**src/rtl/pipe_ctrl.sv**
```systemverilog
// ---------------------------------------------------------------------------
// pipe_ctrl
//   Turns hazard-detection requests into per-stage pipeline-register enables
//   and bubble flushes for the 5-stage MIPS pipe. The requests are D-stage
//   stalls, taken branches, multiply/divide busy and data-memory wait.
//   A three-state FSM (RUN / MD_WAIT / MEM_WAIT) sequences the multi-cycle
//   waits. The multiply/divide wait has a timeout; when it fires, the sticky
//   flag mdTimeout is set.
//
// Parameters
//   MD_TIMEOUT   maximum number of cycles spent in MD_WAIT (>= 2)
//   CNT_W        width of the performance counters
//
// Ports
//   clk, reset                 clock; synchronous active-high reset
//   stallReqD, branchTakenD    D-stage stall request / taken branch
//   mdStartE, mdDoneE          multdiv issue from E / multdiv result ready
//   memWaitM                   data memory not ready for the M-stage access
//   EnableF/D/E/M/W            pipeline-register enables (PC, IF/ID, ID/EX,
//                              EX/MEM, MEM/WB)
//   FlushD/E/M                 bubble insertion into IF/ID, ID/EX, EX/MEM
//   ctrlState                  00 RUN, 01 MD_WAIT, 10 MEM_WAIT
//   mdTimeout                  sticky flag: multdiv never answered
//   stallCycles, flushCount    performance counters
//
// Configuration
//   PIPE_PERF_CNT_EN defined   the counters are live and saturating.
//   PIPE_PERF_CNT_EN undefined the counter ports are tied to zero.
//
// Enable and flush outputs are combinational. They are decoded from the
// registered state and the current request inputs, so a hazard takes effect
// in the same cycle that it is raised.
// ---------------------------------------------------------------------------
module pipe_ctrl #(
    parameter int MD_TIMEOUT = 64,
    parameter int CNT_W      = 32
) (
    input  logic             clk,
    input  logic             reset,
    input  logic             stallReqD,
    input  logic             branchTakenD,
    input  logic             mdStartE,
    input  logic             mdDoneE,
    input  logic             memWaitM,
    output logic             EnableF,
    output logic             EnableD,
    output logic             EnableE,
    output logic             EnableM,
    output logic             EnableW,
    output logic             FlushD,
    output logic             FlushE,
    output logic             FlushM,
    output logic [1:0]       ctrlState,
    output logic             mdTimeout,
    output logic [CNT_W-1:0] stallCycles,
    output logic [CNT_W-1:0] flushCount
);

    localparam int WCNT_W = $clog2(MD_TIMEOUT) + 1;
    localparam logic [WCNT_W-1:0] WCNT_LAST = WCNT_W'(MD_TIMEOUT - 1);
    localparam logic [WCNT_W-1:0] WCNT_MAX  = {WCNT_W{1'b1}};
    localparam logic [WCNT_W-1:0] WCNT_ONE  = {{(WCNT_W-1){1'b0}}, 1'b1};

    typedef enum logic [1:0] {
        ST_RUN      = 2'b00,
        ST_MD_WAIT  = 2'b01,
        ST_MEM_WAIT = 2'b10
    } state_t;

    // en = {F, D, E, M, W}, fl = {D, E, M}
    typedef struct packed {
        logic [4:0] en;
        logic [2:0] fl;
        state_t     next;
        logic       cnt_clear;
    } decode_t;

    state_t            r_state;
    logic [WCNT_W-1:0] r_wait_cnt;
    logic              r_md_timeout;

    decode_t           w_dec;
    logic              w_cnt_inc;
    logic              w_set_timeout;

    // RUN-state priority decode. MEM_WAIT reuses it when memory is ready, and
    // MD_WAIT reuses it on mdDoneE with md_start forced low.
    function automatic decode_t run_decode(
        input logic mem_wait,
        input logic md_start,
        input logic stall,
        input logic branch
    );
        decode_t d;
        d.en        = 5'b11111;
        d.fl        = 3'b000;
        d.next      = ST_RUN;
        d.cnt_clear = 1'b0;
        if (mem_wait) begin
            d.en   = 5'b00000;
            d.next = ST_MEM_WAIT;
        end else if (md_start) begin
            // Hold F/D/E; let the older instruction drain into M/W; bubble M.
            d.en        = 5'b00011;
            d.fl        = 3'b001;
            d.next      = ST_MD_WAIT;
            d.cnt_clear = 1'b1;
        end else if (stall) begin
            // A stall outranks a taken branch; the branch is re-presented later.
            d.en = 5'b00111;
            d.fl = 3'b010;
        end else if (branch) begin
            d.fl = 3'b100;
        end else begin
            d.en = 5'b11111;
        end
        return d;
    endfunction

    // Next-state / output decode from registered state and current requests.
    always_comb begin
        w_dec.en        = 5'b00000;
        w_dec.fl        = 3'b000;
        w_dec.next      = ST_RUN;
        w_dec.cnt_clear = 1'b0;
        w_cnt_inc       = 1'b0;
        w_set_timeout   = 1'b0;
        if (reset) begin
            w_dec.en = 5'b00000;
            w_dec.fl = 3'b111;
        end else begin
            case (r_state)
                ST_RUN: begin
                    w_dec = run_decode(memWaitM, mdStartE, stallReqD, branchTakenD);
                end
                ST_MEM_WAIT: begin
                    if (memWaitM) begin
                        w_dec.next = ST_MEM_WAIT;
                    end else begin
                        w_dec = run_decode(1'b0, mdStartE, stallReqD, branchTakenD);
                    end
                end
                ST_MD_WAIT: begin
                    if (mdDoneE) begin
                        w_dec = run_decode(memWaitM, 1'b0, stallReqD, branchTakenD);
                    end else begin
                        // The wait count keeps running while memory also stalls.
                        w_cnt_inc = 1'b1;
                        if (memWaitM) begin
                            w_dec.en = 5'b00000;
                            w_dec.fl = 3'b000;
                        end else begin
                            w_dec.en = 5'b00011;
                            w_dec.fl = 3'b001;
                        end
                        if (r_wait_cnt == WCNT_LAST) begin
                            w_set_timeout = 1'b1;
                            w_dec.next    = ST_RUN;
                        end else begin
                            w_dec.next    = ST_MD_WAIT;
                        end
                    end
                end
                default: begin
                    // Unreachable encoding: freeze the pipe for a cycle, then recover to RUN.
                    w_dec.en   = 5'b00000;
                    w_dec.fl   = 3'b000;
                    w_dec.next = ST_RUN;
                end
            endcase
        end
    end

    // State, wait counter and sticky timeout flag.
    always_ff @(posedge clk) begin
        if (reset) begin
            r_state      <= ST_RUN;
            r_wait_cnt   <= '0;
            r_md_timeout <= 1'b0;
        end else begin
            r_state <= w_dec.next;
            if (w_dec.cnt_clear) begin
                r_wait_cnt <= '0;
            end else if (w_cnt_inc && (r_wait_cnt != WCNT_MAX)) begin
                r_wait_cnt <= r_wait_cnt + WCNT_ONE;
            end else begin
                r_wait_cnt <= r_wait_cnt;
            end
            if (w_set_timeout) begin
                r_md_timeout <= 1'b1;
            end else begin
                r_md_timeout <= r_md_timeout;
            end
        end
    end

    assign {EnableF, EnableD, EnableE, EnableM, EnableW} = w_dec.en;
    assign {FlushD, FlushE, FlushM}                      = w_dec.fl;
    assign ctrlState                                     = r_state;
    assign mdTimeout                                     = r_md_timeout;

`ifdef PIPE_PERF_CNT_EN
    localparam logic [CNT_W-1:0] PERF_MAX = {CNT_W{1'b1}};
    localparam logic [CNT_W-1:0] PERF_ONE = {{(CNT_W-1){1'b0}}, 1'b1};

    logic [CNT_W-1:0] r_stall_cycles;
    logic [CNT_W-1:0] r_flush_count;

    // Saturating performance counters for frozen-fetch and flush cycles.
    always_ff @(posedge clk) begin
        if (reset) begin
            r_stall_cycles <= '0;
            r_flush_count  <= '0;
        end else begin
            if (!w_dec.en[4] && (r_stall_cycles != PERF_MAX)) begin
                r_stall_cycles <= r_stall_cycles + PERF_ONE;
            end else begin
                r_stall_cycles <= r_stall_cycles;
            end
            if ((w_dec.fl != 3'b000) && (r_flush_count != PERF_MAX)) begin
                r_flush_count <= r_flush_count + PERF_ONE;
            end else begin
                r_flush_count <= r_flush_count;
            end
        end
    end

    assign stallCycles = r_stall_cycles;
    assign flushCount  = r_flush_count;
`else
    assign stallCycles = '0;
    assign flushCount  = '0;
`endif

endmodule

```
**config.mk**
```make
export PLATFORM = sky130hd
export DESIGN_NAME = pipe_ctrl
export DESIGN_NICKNAME = d
export VERILOG_FILES = /design/src/rtl/pipe_ctrl.sv
export SDC_FILE = /design/constraint.sdc
export NUM_CORES = 1
export LEC_CHECK = 0
export ABC_AREA = 0
export BUFFER_PORTS_ARGS = -buffer_cell sky130_fd_sc_hd__buf_2
export CAP_MARGIN = 0
export CELL_PAD_IN_SITES_DETAIL_PLACEMENT = 1
export CELL_PAD_IN_SITES_GLOBAL_PLACEMENT = 1
export CORE_MARGIN = 3
export CORE_UTILIZATION = 28
export DETAILED_ROUTE_END_ITERATION = 12
export PLACE_DENSITY = 0.92
export RECOVER_POWER = 50
export SETUP_SLACK_MARGIN = 0.1
export SLEW_MARGIN = 20
export SYNTH_ARGS = -nofsm -noshare
export SYNTH_HDL_FRONTEND = slang
export SYNTH_SLANG_ARGS = --single-unit
export TNS_END_PERCENT = 10
```
**constraint.sdc**
```tcl
create_clock -name clk -period 2.7 [get_ports clk]
set_clock_uncertainty 0.1 [all_clocks]
set_input_delay 0.675 -clock clk [delete_from_list [all_inputs] [get_ports clk]]
set_output_delay 0.675 -clock clk [all_outputs]
set_load 0.01 [all_outputs]
```
==> results of run 1 <==
[kinds of logic after synthesis]
logic type	Yosys count
buf+inv	72
simple gates	27
compound gates	17
flops	10
mux	3
fa+ha+maj	1
other cells	1
[state kept, by name, indices dropped and copies added, names as in the netlist]
register	cells
r_wait_cnt	7
ctrlState	2
mdTimeout	1
[cells in the mapped netlist (all sizes together), types with 2 or more instances]
master / number / share of area [%]
and3: 2 / 1.2
dfxtp: 10 / 19
o21ai: 2 / 0.94
buf: 66 / 47
or3b: 2 / 1.6
nor3: 2 / 0.94
nand3: 5 / 2.4
nand2: 6 / 2.1
inv: 4 / 1.4
a21oi: 4 / 1.9
mux2i: 3 / 2.8
o31ai: 3 / 2.1
a41oi: 2 / 1.6
nor2: 2 / 0.71
[power groups by stage]
stage | registers, mW | logic [mW] | clock network [mW]
CTS | 0.154 | 0.0807 | 0.200
finish | 0.153 | 0.0810 | 0.194
global placement | 0.157 | 0.0794 | 0
detailed placement | 0.157 | 0.0805 | 0
floorplan | 0.157 | 0.131 | 0
global route | 0.154 | 0.0920 | 0.205
[layout by cell type, fill, tap and decap left out, types with 2 or more instances in the layout]
cell / synthesis / final
nor2_1: 2 / 2
o21ai_0: 2 / 2
a41oi_1: 2 / 2
inv_1: 4 / 4
conb_1: 1 / 64
dfxtp_1: 10 / 10
nand3_1: 5 / 5
o31ai_1: 3 / 3
clkbuf_8: 0 / 4
and3_1: 2 / 2
clkbuf_1: 1 / 4
a21oi_1: 4 / 4
nor3_1: 2 / 2
buf_2: 0 / 13
nand2_1: 6 / 6
mux2i_1: 3 / 3
[final cells by class]
cell class / count / share of cell area (%)
flip-flops and latches: 10 / 20.6
repair buffers: 17 / 8.24
clock buffers: 4 / 5.66
multi-input cells: 112 / 57.7
well taps: 46 / 5.92
inverters: 5 / 1.93
[routing by layer]
| layer | vias to the layer above | global-route usage, % |
|---|---|---|
| met4 | 0 | 4.81 |
| met2 | 43 | 16.4 |
| met1 | 348 | 9.45 |
| li1 | 348 | - |
| met5 | - | 0 |
| met3 | 3 | 2.50 |
[repair_timing]
action	CTS	global route
endpoints found under the setup margin	0	2
endpoints found under the hold margin	0	0
resized for setup	0	1
[worst max path at each step]
stage / from / end / slack (ns) / cells after the start
after global routing: mdDoneE / EnableF / 0.09 / 5
final: memWaitM / FlushM / 0.16 / 5
after detailed placement: memWaitM / FlushM / 0.18 / 5
after CTS: ctrlState[0] / EnableD / 0.17 / 4
after global placement: memWaitM / FlushM / 0.20 / 5
after floorplan: mdStartE / EnableF / 0.21 / 4
[stage by stage]
stage / instances / cell area (um2) / hold slack, ns / power, mW
CTS: 194 / 998 / 0.397 / 0.435
finish: 194 / 972 / 0.393 / 0.429
global placement: 190 / 943 / 0.378 / 0.236
detailed placement: 190 / 943 / 0.385 / 0.237
floorplan: 194 / 1300 / 0.349 / 0.287
global route: 194 / 972 / 0.425 / 0.451
==> impl_results.md, run 1 <==
- Count of mapped cells out of synthesis: 131
- Num Clock Sinks: 10
- Filler cells: 470
- Least-Margin Pin Slew: 1.26 ns
- Global-route wire length before repair: 3080 um
- Setup-failing EPs final: 0
- Reg power frac: 35.8%
- Worst Path Arrival: 1.77 ns
- Setup crit end kind: primary output
- Avg Inst Size Synth: 8.12 um2
- Average vias per placed instance: 3.82
- Crit-path max cell delay: 0.55 ns
- Skew-Pair Late Insertion Delay: 0.24 ns
- Launch point of the worst hold path: mdTimeout
- Drc violations: 0
- # rows: 21
- Cell family with the largest share of critical-path delay: simple AND/OR/NAND/NOR gates
- Number of buffers created by CTS: 3
- Clk pin slew, worst setup/hold paths: 0.05 ns
- Area of combinational cells with multiple inputs: 561 um2
- Worst slack at placement: 0.178 ns
- Number of antenna violations at the first check in global routing: 0
- Number of hold-slack violations in the final timing report: 0
- Hold Crit Class: flop to flop
- Core Box Area: 3490 um2
- Post-detailed-route wirelength per cell: 11.1 um
- Count of state elements after synthesis: 10
- Psw: 134 uW
- Hold path cells: 1
- Max Cap Viol: 0
- Clk root buf: clkbuf_8
- Portion of total power attributed to the clock network: 45.3%
- Unrepaired setup endpoints after global routing: no
- Final cell utilization of the core: 27.8%
- DRT antenna net count: 0
- Status: finished clean
- Die width: 67.6 um
- Slew headroom: 14.5%
- Met1 routed wirelength after detailed routing: 800 um
- Cell-by-cell trace of the critical path: clkbuf_1 > or3b_2 > and2_0 > o21ai_0 > buf_2
- GPL Wtd Cong: 0.883
- Post-CTS setup buffer count: 0
- Source of the worst register-to-register timing path: ctrlState[0]
- Tot GR Track Use: 9.09%
- Area delta synth->final: -8.59%
- Combinational fraction of design power: 18.9%
- I/O pins: 82
- Portion of the clock cycle consumed by the worst path in the final layout: 94.2%
- Post-detail-place hpwl: 1770 um
- DRT Wirelength: 2150 um
- Diodes inserted: 0
- Startpoint-to-endpoint class of the critical path: input pin to primary output
- Fraction of the mapped netlist area in compound gates: 11.6%
- Primary FF master, synth: dfxtp_1
- FF-to-FF setup slack: 0.44 ns
- Capture point of the worst reg-to-reg path: r_wait_cnt[0]
- Cell count of the worst reg-to-reg path: 3
- Adder-cell share of the synthesized area: 1.18%
- Parity-gate share of the synthesized area counting xor and xnor cells: 0%
- Count of yosys warnings during synthesis: 0
- Leak Pwr: 0.509 nW
- Net count, final: 157
- Port Buffers: 17
- Upper clock frequency limit: 393 MHz
- Pwr per Cell Area: 441 nW/um2
- Register area share after synthesis: 18.8%
- CTS hold repair buffers: 0
- Worst Path Max Fanout: 6
- Combined area of all synthesized cells: 1060 um2
- Number of violations reported at the end of detailed-routing iteration 0: 13
- FF/Latch Area: 200 um2
- Initial core utilization: 30.4%
- CP Data Required Time: 1.92 ns
- Multiplexer fraction of the synthesized cell area: 2.82%
- Number of distinct library cell variants in the gate-level netlist after synthesis: 33
- CTS max path bufs: 2
- Residual overflow from global routing: 0
- Die Height: 67.6 um
- Combinational family with the most area after synthesis: buffers and inverters
- Critical path's slowest cell: or3b_2
- Proportion of layout cells with a drive suffix above 1: 13.5%
- Fraction of the mapped netlist area in simple logic gates: 16.5%
- Fin crit period: 2.54 ns
- Proportion of synthesized flip-flops having asynchronous set or reset: 0%
- Length of routed met2 wiring: 1130 um
- Worst VDD drop: 0.113 mV
- CTS tree: built
- Die Outline Area: 4570 um2
- Min setup slack post-route: 0.158 ns
- Final count of pins violating max slew: 0
- CP Launch Type: input pin
- Switching power share of the total: 31.2%
- Maximum number of pins on one net before global-route repair: 11
- Highest routed metal layer: met4
- Number of buffer and inverter instances along the worst setup path: 2
- H-Tree Level Count: 1
- 1st-pass router iterations: 3
- Final setup TNS: 0 ns
- EDFF count, synth: 0
- Vias in the first global route: 669
- Worst-case hold path end point: mdTimeout
- Internal power summed over all cells: 295 uW
- Via total after detailed routing: 742
- Sum of met3 wire segment lengths after detailed routing: 199 um
(Power assumes the default switching activity.)
==> inputs of run 2 (changes only) <==
--- a/config.mk
+++ b/config.mk
@@ -13,7 +13,7 @@
 export CORE_MARGIN = 3
 export CORE_UTILIZATION = 28
 export DETAILED_ROUTE_END_ITERATION = 12
-export PLACE_DENSITY = 0.92
+export PLACE_DENSITY = 0.9
 export RECOVER_POWER = 50
 export SETUP_SLACK_MARGIN = 0.1
 export SLEW_MARGIN = 20
==> impl_results.md, run 2 (synthesis results as in run 1) <==
- Die width: 67.6 um
- Number of antenna violations at the first check in global routing: 0
- Upper clock frequency limit: 391 MHz
- Status: finished clean
- Skew-Pair Late Insertion Delay: 0.24 ns
- Initial core utilization: 30.4%
- Startpoint-to-endpoint class of the critical path: input pin to primary output
- Hold Worst Slack: 0.376 ns
- # rows: 21
- Proportion of layout cells with a drive suffix above 1: 14.9%
- Setup crit end kind: primary output
- CTS tree: built
- Met3 Usage GRT: 2.00%
- GRT met2 Usage: 17.9%
- Diodes inserted: 0
- Pwr per Cell Area: 437 nW/um2
- Clk root buf: clkbuf_8
- Portion of the clock cycle consumed by the worst path in the final layout: 94.6%
- Tot GR Track Use: 9.46%
- Leak Pwr: 0.515 nW
- Core Box Area: 3490 um2
- Number of flip-flops in the largest register: 7
- Via total after detailed routing: 767
- Met1 demand-to-capacity share in global routing: 10.0%
- Number of buffer and inverter instances along the worst setup path: 2
- GPL Wtd Cong: 0.803
- Final count of pins violating max slew: 0
- Most frequent standard cell in the layout excluding fill and tap cells: conb_1
- DRT Wirelength: 2280 um
- I/O pins: 82
- Most congested layer reported by global routing: met2
- Die Outline Area: 4570 um2
- Slew headroom: 64.5%
- Area delta synth->final: -7.06%
- Worst Path Max Fanout: 6
- Cell family with the largest share of critical-path delay: simple AND/OR/NAND/NOR gates
- DRT antenna net count: 0
- Port Buffers: 17
- CP Data Required Time: 1.92 ns
- Most frequent cells in the layout: conb_1, buf_2, dfxtp_1
- Clk pin slew, worst setup/hold paths: 0.05 ns
- Worst Path Arrival: 1.78 ns
- Least-Margin Pin Slew: 0.528 ns
- Register ranked first by flip-flop count: r_wait_cnt
- Num Clock Sinks: 10
- Post-detail-place hpwl: 1810 um
- Number of violations reported at the end of detailed-routing iteration 0: 70
- CP Launch Type: input pin
- H-Tree Level Count: 1
- Final setup TNS: 0 ns
- Vias in the first global route: 671
- Number of hold-slack violations in the final timing report: 0
- Hold Crit Class: flop to flop
- Post-detailed-route wirelength per cell: 11.8 um
- Unrepaired setup endpoints after global routing: no
- Max Cap Viol: 0
- Drc violations: 0
- Crit-path max cell delay: 0.55 ns
- Die Height: 67.6 um
- Cell-by-cell trace of the critical path: clkbuf_1 > or3b_2 > and2_1 > o21ai_0 > buf_2
- CTS max path bufs: 2
- Critical path's slowest cell: or3b_2
- Average vias per placed instance: 3.95
- Net count, final: 157
- Total power draw: 432 uW
- Residual overflow from global routing: 0
- 1st-pass router iterations: 4
- Setup-failing EPs final: 0
- Global-route wire length before repair: 3250 um
- Number of buffers created by CTS: 3
- Worst VDD drop: 0.125 mV
- Fin crit period: 2.56 ns
- Maximum number of pins on one net before global-route repair: 11
run 2: cell types whose count changed in the layout (fill, tap and decap cells not counted):
cell / previous run / this run
nor4b_4: 0 / 1
nor4b_1: 1 / 0
and2_1: 0 / 1
and2_0: 1 / 0
clkbuf_1: 4 / 3
buf_2: 13 / 14
run 2: path summary, 6_finish.rpt:
check | slack, ns | end | from | cells past startpoint
max | 0.14 | FlushM | memWaitM | 5
min reg2reg | 0.38 | mdTimeout | mdTimeout | 1
max reg2reg | 0.98 | mdTimeout | ctrlState[0] | 3
min | 0.38 | mdTimeout | mdTimeout | 1
run 2: layout make-up:
class                           count  area (um2)
Clock buffer                        4        55.1
Fill cell                         473        2510
Sequential cell                    10         200
Timing Repair Buffer               17        81.3
Tap cell                           46        57.6
Multi-Input combinational cell    112         576
Inverter                            5        18.8
run 2: routing by layer:
metal  wire length (um)  part of all wire, %
met4                 24                  1.1
met3                208                  9.1
met1                844                   37
met2               1210                   53
met5                  0                    0
run 2: power by group:
| part | leakage, nW | internal (mW) | switching [mW] |
|---|---|---|---|
| logic | 0.405 | 0.0170 | 0.0662 |
| clock network | 0.0288 | 0.129 | 0.0654 |
| registers | 0.0810 | 0.150 | 0.00470 |
run 2: repair_timing:
action                     CTS  global route
hold buffers                 0             0
buffers inserted             0             0
setup endpoints to repair    0             2
resized for setup            0             1
run 2: per-stage QoR:
stage | setup WS, ns | instances | util, % | area [um2]
global route | 0.0788 | 194 | 28.3 | 988
global placement | 0.197 | 190 | 27.0 | 943
detailed placement | 0.165 | 190 | 27.0 | 943
floorplan | 0.207 | 194 | - | 1300
CTS | 0.155 | 194 | 28.6 | 998
finish | 0.145 | 194 | 28.3 | 988
run 2: worst reg2reg max path: stages (launching register included):
cell and delay, ns:
dfxtp_1 0.50, or3b_1 0.43, nor4_1 0.44, a22o_1 0.19
==> inputs of run 3 (changes only) <==
--- a/config.mk
+++ b/config.mk
@@ -13,7 +13,7 @@
 export CORE_MARGIN = 3
 export CORE_UTILIZATION = 28
 export DETAILED_ROUTE_END_ITERATION = 12
-export PLACE_DENSITY = 0.9
+export PLACE_DENSITY_LB_ADDON = 0.1
 export RECOVER_POWER = 50
 export SETUP_SLACK_MARGIN = 0.1
 export SLEW_MARGIN = 20
==> impl_results.md, run 3 (synthesis results as in run 1) <==
- Status: finished clean
- CP Launch Type: input pin
- Average vias per placed instance: 3.76
- Initial core utilization: 30.4%
- Worst slack at placement: 0.224 ns
- Portion of the clock cycle consumed by the worst path in the final layout: 91.2%
- Area of combinational cells with multiple inputs: 576 um2
- Leak Pwr: 0.512 nW
- Post-cts sizing count: 0
- Number of hold-slack violations in the final timing report: 0
- CTS tree: built
- Upper clock frequency limit: 406 MHz
- CTS max path bufs: 2
- Cell-by-cell trace of the critical path: clkbuf_1 > or3b_2 > and2_1 > o21ai_0 > buf_2
- DRT Wirelength: 2000 um
- Portion of total power attributed to the clock network: 44.6%
- Number of flip-flops in the largest register: 7
- Die width: 67.6 um
- Number of antenna violations at the first check in global routing: 0
- Setup-failing EPs final: 0
- H-Tree Level Count: 1
- Critical path's slowest cell: or3b_2
- Min setup slack post-route: 0.238 ns
- DRT antenna net count: 0
- Cell family with the largest share of critical-path delay: simple AND/OR/NAND/NOR gates
- Proportion of layout cells with a drive suffix above 1: 14.1%
- Vias in the first global route: 684
- Startpoint-to-endpoint class of the critical path: input pin to primary output
- Number of buffers created by CTS: 3
- Dpl cells: 191
- Post-detailed-route wirelength per cell: 10.3 um
- CP Data Required Time: 1.92 ns
- # rows: 21
- Total power draw: 425 uW
- Filler cells: 467
- Tot GR Track Use: 8.44%
- Final count of pins violating max slew: 0
- Unrepaired setup endpoints after global routing: no
- Most congested layer reported by global routing: met2
- CTS hold repair buffers: 0
- Fin crit period: 2.46 ns
- Switching power share of the total: 30.6%
- Post-place instance area: 951 um2
- Worst Path Max Fanout: 5
- Core Box Area: 3490 um2
- Via total after detailed routing: 734
- Psw: 130 uW
- Number of buffer and inverter instances along the worst setup path: 2
- Skew-Pair Late Insertion Delay: 0.24 ns
- Diodes inserted: 0
- Worst VDD drop: 0.109 mV
- Internal power summed over all cells: 295 uW
- Met1 demand-to-capacity share in global routing: 9.95%
- 1st-pass router iterations: 4
- Maximum number of pins on one net before global-route repair: 11
- Max Cap Viol: 0
- FF/Latch Area: 200 um2
- I/O pins: 82
- Worst Path Arrival: 1.69 ns
- Clk root buf: clkbuf_8
- Fin cells: 195
- Pwr per Cell Area: 429 nW/um2
- Most frequent standard cell in the layout excluding fill and tap cells: conb_1
- Clk pin slew, worst setup/hold paths: 0.05 ns
- Die Outline Area: 4570 um2
- Final non-filler cell area: 991 um2
- Reg power frac: 36.1%
- Register ranked first by flip-flop count: r_wait_cnt
- Global-route wire length before repair: 2990 um
- Drc violations: 0
- Net count, final: 158
- Post-detail-place hpwl: 1730 um
- Num Clock Sinks: 10
- Combinational fraction of design power: 19.3%
- Die Height: 67.6 um
- Area delta synth->final: -6.82%
- Crit-path max cell delay: 0.49 ns
- GRT met2 Usage: 14.0%
- Hold Worst Slack: 0.388 ns
- Met3 Usage GRT: 3.49%
- Hold Crit Class: flop to flop
- Final setup TNS: 0 ns
- Port Buffers: 17
- Final cell utilization of the core: 28.4%
- Post-CTS setup buffer count: 0
- Most frequent cells in the layout: conb_1, buf_2, dfxtp_1
- Number of violations reported at the end of detailed-routing iteration 0: 15
- GPL Wtd Cong: 0.654
- Setup crit end kind: primary output
- Residual overflow from global routing: 0
-- run 3: cell count changes in the layout (fill, tap and decap cells not counted), sizes merged --
cell / change
buf: -1
clkbuf: +2
-- run 3: final timing paths --
check	to	slack [ns]	depth (start not counted)	from
setup / recovery	FlushM	0.24	5	memWaitM
setup reg to reg	mdTimeout	1.11	3	ctrlState[0]
hold reg to reg	r_wait_cnt[0]	0.39	1	r_wait_cnt[0]
hold / removal	r_wait_cnt[0]	0.39	1	r_wait_cnt[0]
-- run 3: area by class of cell --
type	count	area share, %
well taps	46	5.81
flip-flops and latches	10	20.2
multi-input cells	112	58.1
repair buffers	18	8.46
clock buffers	4	5.56
inverters	5	1.89
-- run 3: power groups by stage --
stage	logic (mW)	clock network (mW)	registers, mW
3_3_place_gp	0.0818	0	0.157
5_1_grt	0.0934	0.206	0.154
2_1_floorplan	0.131	0	0.157
4_1_cts	0.0816	0.198	0.154
6_report	0.0821	0.190	0.154
3_5_place_dp	0.0814	0	0.157
-- run 3: routing by layer --
layer	wire, um	vias to the layer above	share of wire, %
li1	-	348	-
met1	799	341	40
met2	991	43	49
met3	200	2	10
met4	12	0	0.60
met5	0	-	0
